`src/rtl/sprite_anim.sv`:
```
// sprite_anim
// -----------
// Draws a WIDTH x HEIGHT sprite, integer-scaled by SCALE_X / SCALE_Y, from a
// synchronous graphics memory at a signed screen position. Each draw latches
// an animation frame and horizontal/vertical mirror controls. Pixels equal to
// the TRANSP colour index are reported as transparent.
//
// Handshake: there is no valid/ready pair. A draw begins on a line strobe
// whose sy matches spry while en is high and the block is idle. Once started,
// the draw always runs to completion; only rst stops it. The caller must keep
// the sprite horizontally inside the active area so that sx reaches
// sprx-LAT on every sprite line.
//
// Ports:
//   clk, rst         clock, synchronous active-high reset
//   line_i           start-of-line strobe from the timing generator
//   sx_i, sy_i       current screen position (signed)
//   sprx_i, spry_i   sprite top-left position (signed)
//   en_i             sprite enable, looked at only when a draw could start
//   frame_i          animation frame, latched at start, clamped to FRAMES-1
//   flip_x_i/_y_i    mirror controls, latched at start
//   data_in_i        memory read data
//   pos_o            memory address
//   pix_o            pixel colour, 0 when not drawing or transparent
//   opaque_o         drawing and data_in_i differs from TRANSP
//   drawing_o        a sprite pixel is being emitted this cycle
//   done_o           sprite finished for this frame
//   state_o          current FSM state, for debug and checkers
module sprite_anim #(
  parameter int WIDTH     = 8,
  parameter int HEIGHT    = 8,
  parameter int FRAMES    = 2,
  parameter int SCALE_X   = 1,
  parameter int SCALE_Y   = 1,
  parameter int COLR_BITS = 4,
  parameter int TRANSP    = 0,
  parameter int CORDW     = 16,
  parameter int ADDRW     = 7,
  parameter int LAT       = 2
) (
  input  logic                                         clk,
  input  logic                                         rst,
  input  logic                                         line_i,
  input  logic signed [CORDW-1:0]                      sx_i,
  input  logic signed [CORDW-1:0]                      sy_i,
  input  logic signed [CORDW-1:0]                      sprx_i,
  input  logic signed [CORDW-1:0]                      spry_i,
  input  logic                                         en_i,
  input  logic [((FRAMES > 1) ? $clog2(FRAMES) : 1)-1:0] frame_i,
  input  logic                                         flip_x_i,
  input  logic                                         flip_y_i,
  input  logic [COLR_BITS-1:0]                         data_in_i,
  output logic [ADDRW-1:0]                             pos_o,
  output logic [COLR_BITS-1:0]                         pix_o,
  output logic                                         opaque_o,
  output logic                                         drawing_o,
  output logic                                         done_o,
  output logic [2:0]                                   state_o
);

  localparam int FW  = (FRAMES > 1)  ? $clog2(FRAMES)  : 1;
  localparam int OXW = (WIDTH > 1)   ? $clog2(WIDTH)   : 1;
  localparam int OYW = (HEIGHT > 1)  ? $clog2(HEIGHT)  : 1;
  localparam int CXW = (SCALE_X > 1) ? $clog2(SCALE_X) : 1;
  localparam int CYW = (SCALE_Y > 1) ? $clog2(SCALE_Y) : 1;

  typedef enum logic [2:0] {
    IDLE      = 3'd0,
    START     = 3'd1,
    AWAIT_POS = 3'd2,
    DRAW      = 3'd3,
    NEXT_LINE = 3'd4,
    DONE      = 3'd5
  } state_t;

  state_t         state_q;
  logic [OXW-1:0] ox_q;
  logic [OYW-1:0] oy_q;
  logic [CXW-1:0] cnt_x_q;
  logic [CYW-1:0] cnt_y_q;
  logic [FW-1:0]  frame_q;
  logic           fx_q;
  logic           fy_q;
  logic           done_q;

  // Trigger column compared one bit wider so sprx-LAT cannot wrap around
  // when the sprite sits near the negative edge of the coordinate range.
  logic signed [CORDW:0] sx_ext;
  logic signed [CORDW:0] trig_x;
  assign sx_ext = {sx_i[CORDW-1], sx_i};
  assign trig_x = {sprx_i[CORDW-1], sprx_i} - (CORDW+1)'(LAT);

  logic last_pix;
  logic last_line;
  logic start_cond;
  assign last_pix   = (ox_q == OXW'(WIDTH - 1)) && (cnt_x_q == CXW'(SCALE_X - 1));
  assign last_line  = (oy_q == OYW'(HEIGHT - 1)) && (cnt_y_q == CYW'(SCALE_Y - 1));
  assign start_cond = line_i && (sy_i == spry_i) && en_i;

  always_ff @(posedge clk) begin
    if (rst) begin
      state_q <= IDLE;
      ox_q    <= '0;
      oy_q    <= '0;
      cnt_x_q <= '0;
      cnt_y_q <= '0;
      frame_q <= '0;
      fx_q    <= 1'b0;
      fy_q    <= 1'b0;
      done_q  <= 1'b0;
    end else begin
      unique case (state_q)
        IDLE: begin
          if (start_cond) begin
            state_q <= START;
            frame_q <= (int'(frame_i) >= FRAMES) ? FW'(FRAMES - 1) : frame_i;
            fx_q    <= flip_x_i;
            fy_q    <= flip_y_i;
          end
        end
        START: begin
          done_q  <= 1'b0;
          oy_q    <= '0;
          cnt_y_q <= '0;
          state_q <= AWAIT_POS;
        end
        AWAIT_POS: begin
          ox_q    <= '0;
          cnt_x_q <= '0;
          if (sx_ext == trig_x) begin
            state_q <= DRAW;
          end
        end
        DRAW: begin
          if (last_pix) begin
            // Counters are left on the last pixel; AWAIT_POS re-clears them.
            state_q <= last_line ? DONE : NEXT_LINE;
          end else if (cnt_x_q == CXW'(SCALE_X - 1)) begin
            cnt_x_q <= '0;
            ox_q    <= ox_q + 1'b1;
          end else begin
            cnt_x_q <= cnt_x_q + 1'b1;
          end
        end
        NEXT_LINE: begin
          if (cnt_y_q == CYW'(SCALE_Y - 1)) begin
            cnt_y_q <= '0;
            oy_q    <= oy_q + 1'b1;
          end else begin
            cnt_y_q <= cnt_y_q + 1'b1;
          end
          state_q <= AWAIT_POS;
        end
        DONE: begin
          done_q  <= 1'b1;
          state_q <= IDLE;
        end
        default: state_q <= IDLE;
      endcase
    end
  end

  // Mirroring is applied to the source coordinates, so the address walks
  // backwards through a row (flip_x) or through the rows (flip_y).
  int col;
  int row;
  always_comb begin
    col   = fx_q ? (WIDTH - 1 - int'(ox_q)) : int'(ox_q);
    row   = fy_q ? (HEIGHT - 1 - int'(oy_q)) : int'(oy_q);
    pos_o = ADDRW'(int'(frame_q) * WIDTH * HEIGHT + row * WIDTH + col);
  end

  assign drawing_o = (state_q == DRAW);
  assign opaque_o  = drawing_o && (data_in_i != COLR_BITS'(TRANSP));
  assign pix_o     = opaque_o ? data_in_i : '0;
  assign done_o    = done_q;
  assign state_o   = state_q;

endmodule

```
`config.mk`:
```
export PLATFORM = sky130hd
export DESIGN_NAME = sprite_anim
export DESIGN_NICKNAME = d
export VERILOG_FILES = /design/src/rtl/sprite_anim.sv
export SDC_FILE = /design/constraint.sdc
export NUM_CORES = 1
export LEC_CHECK = 0
export ABC_AREA = 0
export CAP_MARGIN = 20
export CORE_ASPECT_RATIO = 1.25
export CORE_MARGIN = 2
export CORE_UTILIZATION = 33
export DETAILED_ROUTE_END_ITERATION = 8
export PLACE_DENSITY_LB_ADDON = 0.25
export SKIP_LAST_GASP = 1
export SLEW_MARGIN = 20
export SYNTH_ARGS = -nofsm -noshare
export SYNTH_HDL_FRONTEND = slang
export SYNTH_SLANG_ARGS = --single-unit
```
`constraint.sdc`:
```
create_clock -name clk -period 2.04 [get_ports clk]
set_input_delay 0.306 -clock clk [delete_from_list [all_inputs] [get_ports clk]]
set_output_delay 0.306 -clock clk [all_outputs]
set_load 0.03 [all_outputs]
```
==> results of run 1 <==
-- through the flow --
| step | util | worst slack (ns) |
|---|---|---|
| 5_1_grt | 0.630 | -0.0352 |
| 3_3_place_gp | 0.620 | -0.488 |
| 6_report | 0.630 | 0.0873 |
| 2_1_floorplan | - | 0.0180 |
| 4_1_cts | 0.629 | 0.00115 |
| 3_5_place_dp | 0.620 | -0.532 |
-- cell type report --
type,instances,area share
multi-input combinational,157,0.456
timing repair buffer,115,0.394
sequential,13,0.100
tap,56,0.0269
clock buffer,4,0.0173
inverter,4,0.00577
-- sequential cells by signal, indices dropped and copies added (netlist names) --
register,count
oy_q,3
frame_q,1
state_o,3
done_o,1
fy_q,1
ox_q,3
fx_q,1
-- power by group through the flow --
stage	Clock (W)	Sequential (W)	Combinational [W]
final	0.000233	0.000254	0.000297
after global routing	0.000250	0.000254	0.000324
after CTS	0.000243	0.000254	0.000297
after global placement	0	0.000259	0.000311
after floorplan	0	0.000259	0.000103
after detailed placement	0	0.000259	0.000316
-- cell usage in the layout (no fill, tap or decap), types with 3 or more instances in the layout --
master,n
a21o_1,3
a21oi_1,8
a22oi_1,3
and3_1,6
buf_4,30
clkbuf_8,3
clkdlybuf4s15_1,6
clkdlybuf4s50_1,44
dfxtp_1,13
dlygate4sd2_1,33
ha_1,4
mux2i_1,8
nand2_1,3
nand3_1,3
nand4_1,9
nor2_1,27
nor2b_1,4
nor3_1,3
nor3_2,3
o21ai_0,3
xnor2_1,23
xor2_1,20
-- worst min path at each step --
stage | start | end | slack [ns] | cells after the start
5_1_grt | frame_q$_SDFFE_PP0P_ | frame_q$_SDFFE_PP0P_ | 0.54 | 2
6_report | done_o$_SDFFE_PP0P_ | done_o$_SDFFE_PP0P_ | 0.50 | 2
3_5_place_dp | done_o$_SDFFE_PP0P_ | done_o$_SDFFE_PP0P_ | 0.49 | 2
3_3_place_gp | frame_q$_SDFFE_PP0P_ | frame_q$_SDFFE_PP0P_ | 0.48 | 2
2_1_floorplan | rst | state_o[0]$_SDFFE_PP0P_ | 0.38 | 1
4_1_cts | done_o$_SDFFE_PP0P_ | done_o$_SDFFE_PP0P_ | 0.50 | 2
-- layer usage --
layer,global-route usage,vias to the layer above,wire length (um)
met3,0.0304,7,244
li1,-,870,-
met5,0,-,0
met2,0.344,55,2330
met1,0.179,776,1530
met4,0.0733,0,66
-- tightest hold or removal path: cells and delay by family, from the launching register on --
family	cells	cell delay [ns]
flip-flops	1	0.32
AND/OR/NAND/NOR	1	0.07
multiplexers	1	0.07
-- what timing repair did --
item	CTS	global route
buffers inserted	1	0
pin swaps	32	8
hold buffers	0	0
resized for setup	54	7
endpoints found under the setup margin	4	4
-- cells by family after synthesis --
group                      after synthesis
AOI/OAI and AO/OA                       28
xor gates and xnor gates                43
adders and majority gates                5
buffers and inverters                   10
DFF                                     13
muxes                                    9
and+or+nand+nor                         72
==> results.md, run 1 <==
- Worst-path clk slew: 0.06 ns
- FP Rows: 26
- Drt total wl: 4170 um
- Diode count: 0
- Total grt overflow: 0
- Clock Path Buffers: 2
- Post-synthesis mux area share: 0.0638
- Chip width: 62.9 um
- Share of cells above drive strength 1: 0.174
- Crit path cell chain: dlygate4sd2_1 > or4b_4 > nor2_4 > xnor2_1 > nand4_1 > a2111oi_2 > nand4_1 > a211oi_1
- Slew HR: 0.670
- Reg power frac: 0.324
- DRC: 0
- Switching share of power: 0.263
- Die area: 4880 um^2
- P per Cell Area: 301 nW/um^2
- Max-cap violations: 0
- Final RePlAce weighted congestion: 0.818
- Final period utilization: 0.957
- Register cell area after layout: 260 um^2
- Final hold slack: 0.496 ns
- Syn_area_per_cell: 7.95 um^2
- Setup violators final: 0
- Delay-heaviest family, CP: simple AND/OR/NAND/NOR gates
- Main synth FF type: dfxtp_1
- Initial antenna violation count: 0
- Startpoint types: primary input
- Starting Density: 0.346
- RSZ-0062 raised after global routing: yes
- DR WL/cell: 11.9 um
- Vias in the first global route: 1,685
- Clock Sinks: 13
- Unique masters post-synth: 39
- Area of the multi-input gates: 1190 um^2
- YS warnings: 0
- CP Capture Point: state_o[0]$_SDFFE_PP0P_
- Area Growth Syn to Fin: 81.8%
- Port bufs: 91
- Post-DP HPWL: 3520 um
- Top cells by count, synth: nor2_1 (28), xnor2_1 (23), xor2_1 (20)
- Syn Inst Count: 180
- Reg2reg end: ox_q[0]$_SDFFE_PP0P_
- Yosys top cell by area: dfxtp_1
- Async S/R FF share, synth: 0
- Post-synth top area share: 0.182
- Flop2flop setup slack: 0.50 ns
- Minimum clock period: 1.95 ns
- Post-synth EDFFs: 0
- Final ANT Viol Nets: 0
- Drt pass-1 iters: 4
- Net Count, Synth: 260
- Vias/cell: 4.89
- Measured slew at the worst slew-check pin: 0.493 ns
- Tot GR Track Use: 0.176
- Final Power: 0.000784 W
- Psw: 0.000206 W
- Seq cells post-synth: 13
- Critical path peak fanout: 3
- Initial drt markers: 43
- Crit Reg-Reg Startpoint: ox_q[0]$_SDFFE_PP0P_
- Root Driver: clkbuf_8
- Clock Skew: 0.00537 ns
- Worst Hold Class: reg2reg
- Setup CP Type: in2reg
- CP max-delay cell: or4b_4
- First-pass GRT wire length: 7070 um
- # placed instances: 344
- Fin area: 2600 um^2
- Final setup TNS: 0 ns
- Critical Path AT: 2.11 ns
- Worst Path Required: 2.20 ns
- Finished Layout Cells: 349
- Reg2reg path depth: 6
- Status: completed
- Internal power: 0.000578 W
- VDD IR max: 0.159 mV
- Die Height: 77.6 um
- Register area share after synthesis: 0.182
- Combinational share of power: 0.379
- Most common cell in the synthesized netlist: nor2_1
- Max Fclk: 512 MHz
- Crit path launch: sprx_i[3]
- Worst path bufs/invs: 1
- Largest net degree at the start of global routing: 20
- Pleak: 1.15 nW
- CP Capture Type: register
- Via Count: 1,708
- Core box area: 4130 um^2
- Worst-skew pair later-pin latency: 0.25 ns
- Most area-consuming cells after synthesis: dfxtp_1 (18%), xnor2_1 (14%), xor2_1 (12%)
- Post-Place Cell Area: 2560 um^2
- Netlist Area Pre-Place: 1430 um^2
- H-tree levels: 1
- Top cell by count, worst path: nand4_1
- Critical path's largest stage delay: 0.58 ns
- Simple logic cell fraction of the synthesized area: 0.276
- CTS tree: built
- Number of buffers created by CTS: 3
- Post-synthesis xor/xnor area fraction: 0.263
- Area share of fa/ha/maj cells after synthesis: 0.0437
- Boundary Pins: 92
- Hold Vio Cnt, Final: 0
- Slew Limit Fails: 0
- Layout fillers: 401
- Largest family of logic cells by synthesized area: simple AND/OR/NAND/NOR gates
- Clock share of power: 0.297
- Number of cells on the critical path: 8
- Compound-Gate Fraction of Synth Area: 0.139
- Total Nets Final: 374
Note: power is estimated with default switching activity, not from simulation.
==> run 2, diff against run 1 <==
--- a/config.mk
+++ b/config.mk
@@ -8,8 +8,8 @@
 export ABC_AREA = 0
 export CAP_MARGIN = 20
 export CORE_ASPECT_RATIO = 1.25
-export CORE_MARGIN = 2
 export CORE_UTILIZATION = 33
+export CTS_CLUSTER_SIZE = 10
 export DETAILED_ROUTE_END_ITERATION = 8
 export PLACE_DENSITY_LB_ADDON = 0.25
 export SKIP_LAST_GASP = 1
==> results.md, run 2 (same netlist as run 1, synthesis figures left out) <==
- Initial antenna violation count: 0 (unchanged)
- P per Cell Area: 299 nW/um^2 (was 301 nW/um^2)
- Clock Skew: 0.000800 ns (was 0.00537 ns)
- Worst Hold Class: reg2reg (unchanged)
- DRC: 0 (unchanged)
- Flop2flop setup slack: 0.51 ns (was 0.50 ns)
- Fin area: 2600 um^2 (about the same)
- Final worst setup slack: 0.135 ns (was 0.0873 ns)
- Startpoint types: primary input (unchanged)
- Worst-skew pair later-pin latency: 0.24 ns (was 0.25 ns)
- H-tree levels: 1 (unchanged)
- DR WL/cell: 11.3 um (was 11.9 um)
- Layout fillers: 400 (was 401)
- Commonest non-fill, non-tap cell in the layout: clkdlybuf4s50_1 (unchanged)
- Hold Vio Cnt, Final: 0 (unchanged)
- Clock Path Buffers: 2 (unchanged)
- Critical Path AT: 2.06 ns (was 2.11 ns)
- Critical path peak fanout: 4 (was 3)
- Max Fclk: 525 MHz (was 512 MHz)
- Number of buffers created by CTS: 3 (unchanged)
- Die area: 4610 um^2 (was 4880 um^2)
- Boundary Pins: 92 (unchanged)
- Setup CP Type: in2reg (unchanged)
- Drt pass-1 iters: 4 (unchanged)
- Share of cells above drive strength 1: 0.212 (was 0.174)
- Starting Density: 0.346 (unchanged)
- Hold Path Origin: done_o$_SDFFE_PP0P_ (unchanged)
- Slew Limit Fails: 0 (unchanged)
- Crit Reg-Reg Startpoint: ox_q[0]$_SDFFE_PP0P_ (unchanged)
- Initial drt markers: 33 (was 43)
- Total Nets Final: 378 (was 374)
- FP Rows: 26 (unchanged)
- First-pass GRT wire length: 6260 um (was 7070 um)
- Reg2reg end: ox_q[0]$_SDFFE_PP0P_ (unchanged)
- Minimum clock period: 1.90 ns (was 1.95 ns)
- Area Growth Syn to Fin: 81.5% (was 81.8%)
- Slew HR: 0.690 (was 0.670)
- Tot GR Track Use: 0.175 (was 0.176)
- Root Driver: clkbuf_8 (unchanged)
- Core box area: 4130 um^2 (unchanged)
- Post-DP HPWL: 3380 um (was 3520 um)
- Hold path cells: 2 (unchanged)
- Final period utilization: 0.934 (was 0.957)
- Clock Sinks: 13 (unchanged)
- Final RePlAce weighted congestion: 0.804 (was 0.818)
- Largest net degree at the start of global routing: 20 (unchanged)
- Final setup TNS: 0 ns (unchanged)
- Pre-CTS setup slack: -0.574 ns (was -0.532 ns)
- Final ANT Viol Nets: 0 (unchanged)
- Hold Path End: done_o$_SDFFE_PP0P_ (unchanged)
- Via Count: 1,736 (was 1,708)
- Worst Path Required: 2.20 ns (about the same)
- Crit path launch: sprx_i[3] (unchanged)
- Setup violators final: 0 (unchanged)
- Vias/cell: 4.92 (was 4.89)
- Measured slew at the worst slew-check pin: 0.464 ns (was 0.493 ns)
- Drt total wl: 3980 um (was 4170 um)
- CP Capture Type: register (unchanged)
- Reg2reg path depth: 6 (unchanged)
- Diode count: 0 (unchanged)
- Vias in the first global route: 1,572 (was 1,685)
- Post-Place Cell Area: 2580 um^2 (was 2560 um^2)
- Total grt overflow: 0 (unchanged)
- Chip width: 60.9 um (was 62.9 um)
- VDD IR max: 0.209 mV (was 0.159 mV)
- Die Height: 75.6 um (was 77.6 um)
- Status: completed (unchanged)
- Max-cap violations: 0 (unchanged)
- Worst-path clk slew: 0.05 ns (was 0.06 ns)
- RSZ-0062 raised after global routing: no (was yes)
- Most frequent cells in the layout: clkdlybuf4s50_1 (42), buf_4 (34), dlygate4sd2_1 (30) (was clkdlybuf4s50_1 (44), dlygate4sd2_1 (33), buf_4 (30))
- Pleak: 1.17 nW (was 1.15 nW)
- Port bufs: 91 (unchanged)
- CTS tree: built (unchanged)
==> run 2: metrics by stage <==
step | hold slack, ns | instances | util | power [W]
after floorplan | 0.379 | 180 | - | 0.000362
after global placement | 0.479 | 347 | 0.625 | 0.000573
after detailed placement | 0.488 | 347 | 0.625 | 0.000577
after CTS | 0.503 | 353 | 0.626 | 0.000783
after global routing | 0.520 | 353 | 0.629 | 0.000826
final | 0.497 | 353 | 0.629 | 0.000776
==> run 2: cell type report <==
| cell class | count | area, um^2 | share of cell area |
|---|---|---|---|
| timing repair buffer | 119 | 1020 | 0.392 |
| multi-input combinational | 157 | 1190 | 0.458 |
| sequential | 13 | 260 | 0.100 |
| tap | 56 | 70.1 | 0.0270 |
| inverter | 4 | 15.0 | 0.00578 |
| clock buffer | 4 | 45.0 | 0.0173 |
==> run 2: power by group <==
| part | leakage (nW) | internal (W) | switching, W |
|---|---|---|---|
| combinational | 1.04 | 0.000185 | 0.000110 |
| sequential | 0.105 | 0.000254 | 0.00000000168 |
| clock | 0.0228 | 0.000138 | 0.0000900 |
| total | 1.17 | 0.000576 | 0.000200 |
==> run 2: how the worst max path moves through the flow <==
stage                                   end  slack, ns
floorplan           state_o[0]$_SDFFE_PP0P_       0.02
global placement    state_o[0]$_SDFFE_PP0P_      -0.49
detailed placement  state_o[0]$_SDFFE_PP0P_      -0.57
CTS                    frame_q$_SDFFE_PP0P_     0.0006
global route           frame_q$_SDFFE_PP0P_       0.01
finish              state_o[0]$_SDFFE_PP0P_       0.14
==> run 2: metal layers <==
metal  vias up  wire length [um]  global-route usage
met4         0                53              0.0581
met5         -                 0                   0
met1       792              1530               0.175
li1        881                 -                   -
met2        57              2150               0.354
met3         6               241              0.0272
==> run 2: timing repair <==
| item | 4_1_cts | 5_1_grt |
|---|---|---|
| setup buffers | 2 | 0 |
| endpoints found under the setup margin | 4 | 4 |
| hold buffers | 0 | 0 |
| pin swaps | 32 | 9 |
| resized for setup | 64 | 14 |
==> run 2: critical path: stages <==
cell             delay [ns]
clkdlybuf4s15_1        0.23
or4b_4                 0.55
nor2_4                 0.14
xnor2_2                0.11
nand4_1                0.11
a2111oi_2              0.30
nand4_1                0.12
a211oi_1               0.20
==> run 3, diff against run 2 <==
--- a/config.mk
+++ b/config.mk
@@ -7,8 +7,10 @@
 export LEC_CHECK = 0
 export ABC_AREA = 0
 export CAP_MARGIN = 20
+export CELL_PAD_IN_SITES_DETAIL_PLACEMENT = 1
+export CELL_PAD_IN_SITES_GLOBAL_PLACEMENT = 1
 export CORE_ASPECT_RATIO = 1.25
-export CORE_UTILIZATION = 33
+export CORE_UTILIZATION = 22
 export CTS_CLUSTER_SIZE = 10
 export DETAILED_ROUTE_END_ITERATION = 8
 export PLACE_DENSITY_LB_ADDON = 0.25
==> results.md, run 3 (same netlist as run 1, synthesis figures left out) <==
- Drt pass-1 iters: 4 (unchanged)
- Initial antenna violation count: 0 (unchanged)
- Most frequent cells in the layout: clkdlybuf4s50_1 (47), buf_4 (31), nor2_1 (26) (was clkdlybuf4s50_1 (42), buf_4 (34), dlygate4sd2_1 (30))
- Setup violators final: 0 (unchanged)
- Area Growth Syn to Fin: 87.8% (was 81.5%)
- Slew Limit Fails: 0 (unchanged)
- Commonest non-fill, non-tap cell in the layout: clkdlybuf4s50_1 (unchanged)
- Reg2reg path depth: 6 (unchanged)
- Layout fillers: 762 (was 400)
- Vias in the first global route: 1,674 (was 1,572)
- Slew HR: 0.769 (was 0.690)
- Final RePlAce weighted congestion: 0.739 (was 0.804)
- Worst-path clk slew: 0.06 ns (was 0.05 ns)
- Flop2flop setup slack: 0.53 ns (was 0.51 ns)
- DRC: 0 (unchanged)
- Final period utilization: 0.951 (was 0.934)
- Initial drt markers: 23 (was 33)
- Worst Hold Class: reg2reg (unchanged)
- Crit Reg-Reg Startpoint: ox_q[0]$_SDFFE_PP0P_ (unchanged)
- Final setup TNS: 0 ns (unchanged)
- Minimum clock period: 1.94 ns (was 1.90 ns)
- P per Cell Area: 297 nW/um^2 (was 299 nW/um^2)
- Clock Sinks: 13 (unchanged)
- Drt total wl: 4730 um (was 3980 um)
- Reg power frac: 0.318 (was 0.327)
- CP Capture Type: register (unchanged)
- Boundary Pins: 92 (unchanged)
- Final worst setup slack: 0.101 ns (was 0.135 ns)
- Status: completed (unchanged)
- Psw: 0.000212 W (was 0.000200 W)
- Die area: 6830 um^2 (was 4610 um^2)
- Total Nets Final: 376 (was 378)
- FP Rows: 32 (was 26)
- Largest net degree at the start of global routing: 20 (unchanged)
- Setup CP Type: in2reg (unchanged)
- Hold Path Origin: frame_q$_SDFFE_PP0P_ (was done_o$_SDFFE_PP0P_)
- Post-DP HPWL: 4060 um (was 3380 um)
- H-tree levels: 1 (unchanged)
- Worst-skew pair later-pin latency: 0.24 ns (about the same)
- Max Fclk: 516 MHz (was 525 MHz)
- Hold Vio Cnt, Final: 0 (unchanged)
- Clock Skew: 0.00111 ns (was 0.000800 ns)
- Worst Path Required: 2.18 ns (was 2.20 ns)
- Fin area: 2690 um^2 (was 2600 um^2)
- DR WL/cell: 12.4 um (was 11.3 um)
- Hold Path End: frame_q$_SDFFE_PP0P_ (was done_o$_SDFFE_PP0P_)
- Clock share of power: 0.288 (was 0.294)
- Max-cap violations: 0 (unchanged)
- Share of cells above drive strength 1: 0.237 (was 0.212)
- Chip width: 74.1 um (was 60.9 um)
- Final ANT Viol Nets: 0 (unchanged)
- Pleak: 1.21 nW (was 1.17 nW)
- Number of buffers created by CTS: 3 (unchanged)
- Switching share of power: 0.266 (was 0.257)
- Total grt overflow: 0 (unchanged)
- Post-Place Cell Area: 2610 um^2 (was 2580 um^2)
- Starting Density: 0.229 (was 0.346)
- Core box area: 6250 um^2 (was 4130 um^2)
- Startpoint types: primary input (unchanged)
- VDD IR max: 0.141 mV (was 0.209 mV)
- Via Count: 1,738 (was 1,736)
- Diode count: 0 (unchanged)
- Clock Path Buffers: 2 (unchanged)
- Critical path peak fanout: 3 (was 4)
- Reg2reg end: ox_q[0]$_SDFFE_PP0P_ (unchanged)
- Die Height: 92.2 um (was 75.6 um)
- Port bufs: 91 (unchanged)
- RSZ-0062 raised after global routing: no (unchanged)
- Measured slew at the worst slew-check pin: 0.343 ns (was 0.464 ns)
- Critical Path AT: 2.07 ns (was 2.06 ns)
- First-pass GRT wire length: 7310 um (was 6260 um)
- Hold path cells: 2 (unchanged)
- Combinational share of power: 0.394 (was 0.379)
- Vias/cell: 4.57 (was 4.92)
- Root Driver: clkbuf_8 (unchanged)
- Tot GR Track Use: 0.135 (was 0.175)
- Internal power: 0.000586 W (was 0.000576 W)
- CTS tree: built (unchanged)
- Pre-CTS setup slack: -0.560 ns (was -0.574 ns)
[run 3: cell count changes in the layout (fill, tap and decap cells not counted), sizes merged]
| cell | delta |
|---|---|
| clkbuf | +1 |
| clkdlybuf4s50 | +5 |
| dlygate4sd2 | -10 |
| dlymetal6s2s | +5 |
| clkdlybuf4s15 | -3 |
[run 3: what timing repair did]
action / in CTS / in global routing
endpoints found under the hold margin: 0 / 0
setup buffers: 2 / 0
gates resized for setup: 61 / 28
pin swaps: 30 / 24
hold buffers: 0 / 0
endpoints found under the setup margin: 4 / 4
[run 3: worst max-delay path, cell delays in order]
cell and delay (ns):
buf_6 0.09, xor2_1 0.15, nor4_1 0.28, nand4_1 0.13, or4_4 0.56, nor4_4 0.27, mux2i_1 0.23, nor2_1 0.05
[run 3: metal layers]
metal | global-route usage | part of all wire | up-vias
met5 | 0 | 0 | -
li1 | - | - | 876
met3 | 0.0154 | 0.057 | 4
met1 | 0.147 | 0.40 | 802
met4 | 0.0321 | 0.011 | 0
met2 | 0.265 | 0.54 | 56
[run 3: power by group through the flow]
stage / clock, W / sequential, W / combinational (W)
floorplan: 0 / 0.000259 / 0.000103
CTS: 0.000237 / 0.000254 / 0.000311
global placement: 0 / 0.000259 / 0.000316
finish: 0.000230 / 0.000254 / 0.000314
detailed placement: 0 / 0.000259 / 0.000321
global route: 0.000248 / 0.000254 / 0.000341
[run 3: per-stage QoR]
| step | hold WS, ns | util | std cells | power (W) |
|---|---|---|---|---|
| after global routing | 0.574 | 0.430 | 380 | 0.000843 |
| final | 0.498 | 0.430 | 380 | 0.000799 |
| after floorplan | 0.379 | - | 180 | 0.000362 |
| after CTS | 0.527 | 0.424 | 380 | 0.000801 |
| after global placement | 0.488 | 0.417 | 374 | 0.000576 |
| after detailed placement | 0.499 | 0.417 | 374 | 0.000580 |
[run 3: cell type report]
class / count / area (um^2) / area share
multi-input cells: 157 / 1230 / 0.456
repair buffers: 117 / 1040 / 0.385
flip-flops and latches: 13 / 260 / 0.0968
well taps: 85 / 106 / 0.0396
clock buffers: 4 / 45.0 / 0.0168
inverters: 4 / 15.0 / 0.00558
[run 3: how the worst max path moves through the flow]
stage,slack [ns],from,cells after the start,endpoint
finish,0.10,sy_i[13],8,frame_q$_SDFFE_PP0P_
detailed placement,-0.56,sprx_i[2],10,state_o[0]$_SDFFE_PP0P_
CTS,-0.03,sy_i[13],8,frame_q$_SDFFE_PP0P_
global placement,-0.55,sprx_i[2],10,state_o[0]$_SDFFE_PP0P_
global route,0.0004,sy_i[4],7,frame_q$_SDFFE_PP0P_
floorplan,0.02,sprx_i[1],9,state_o[0]$_SDFFE_PP0P_
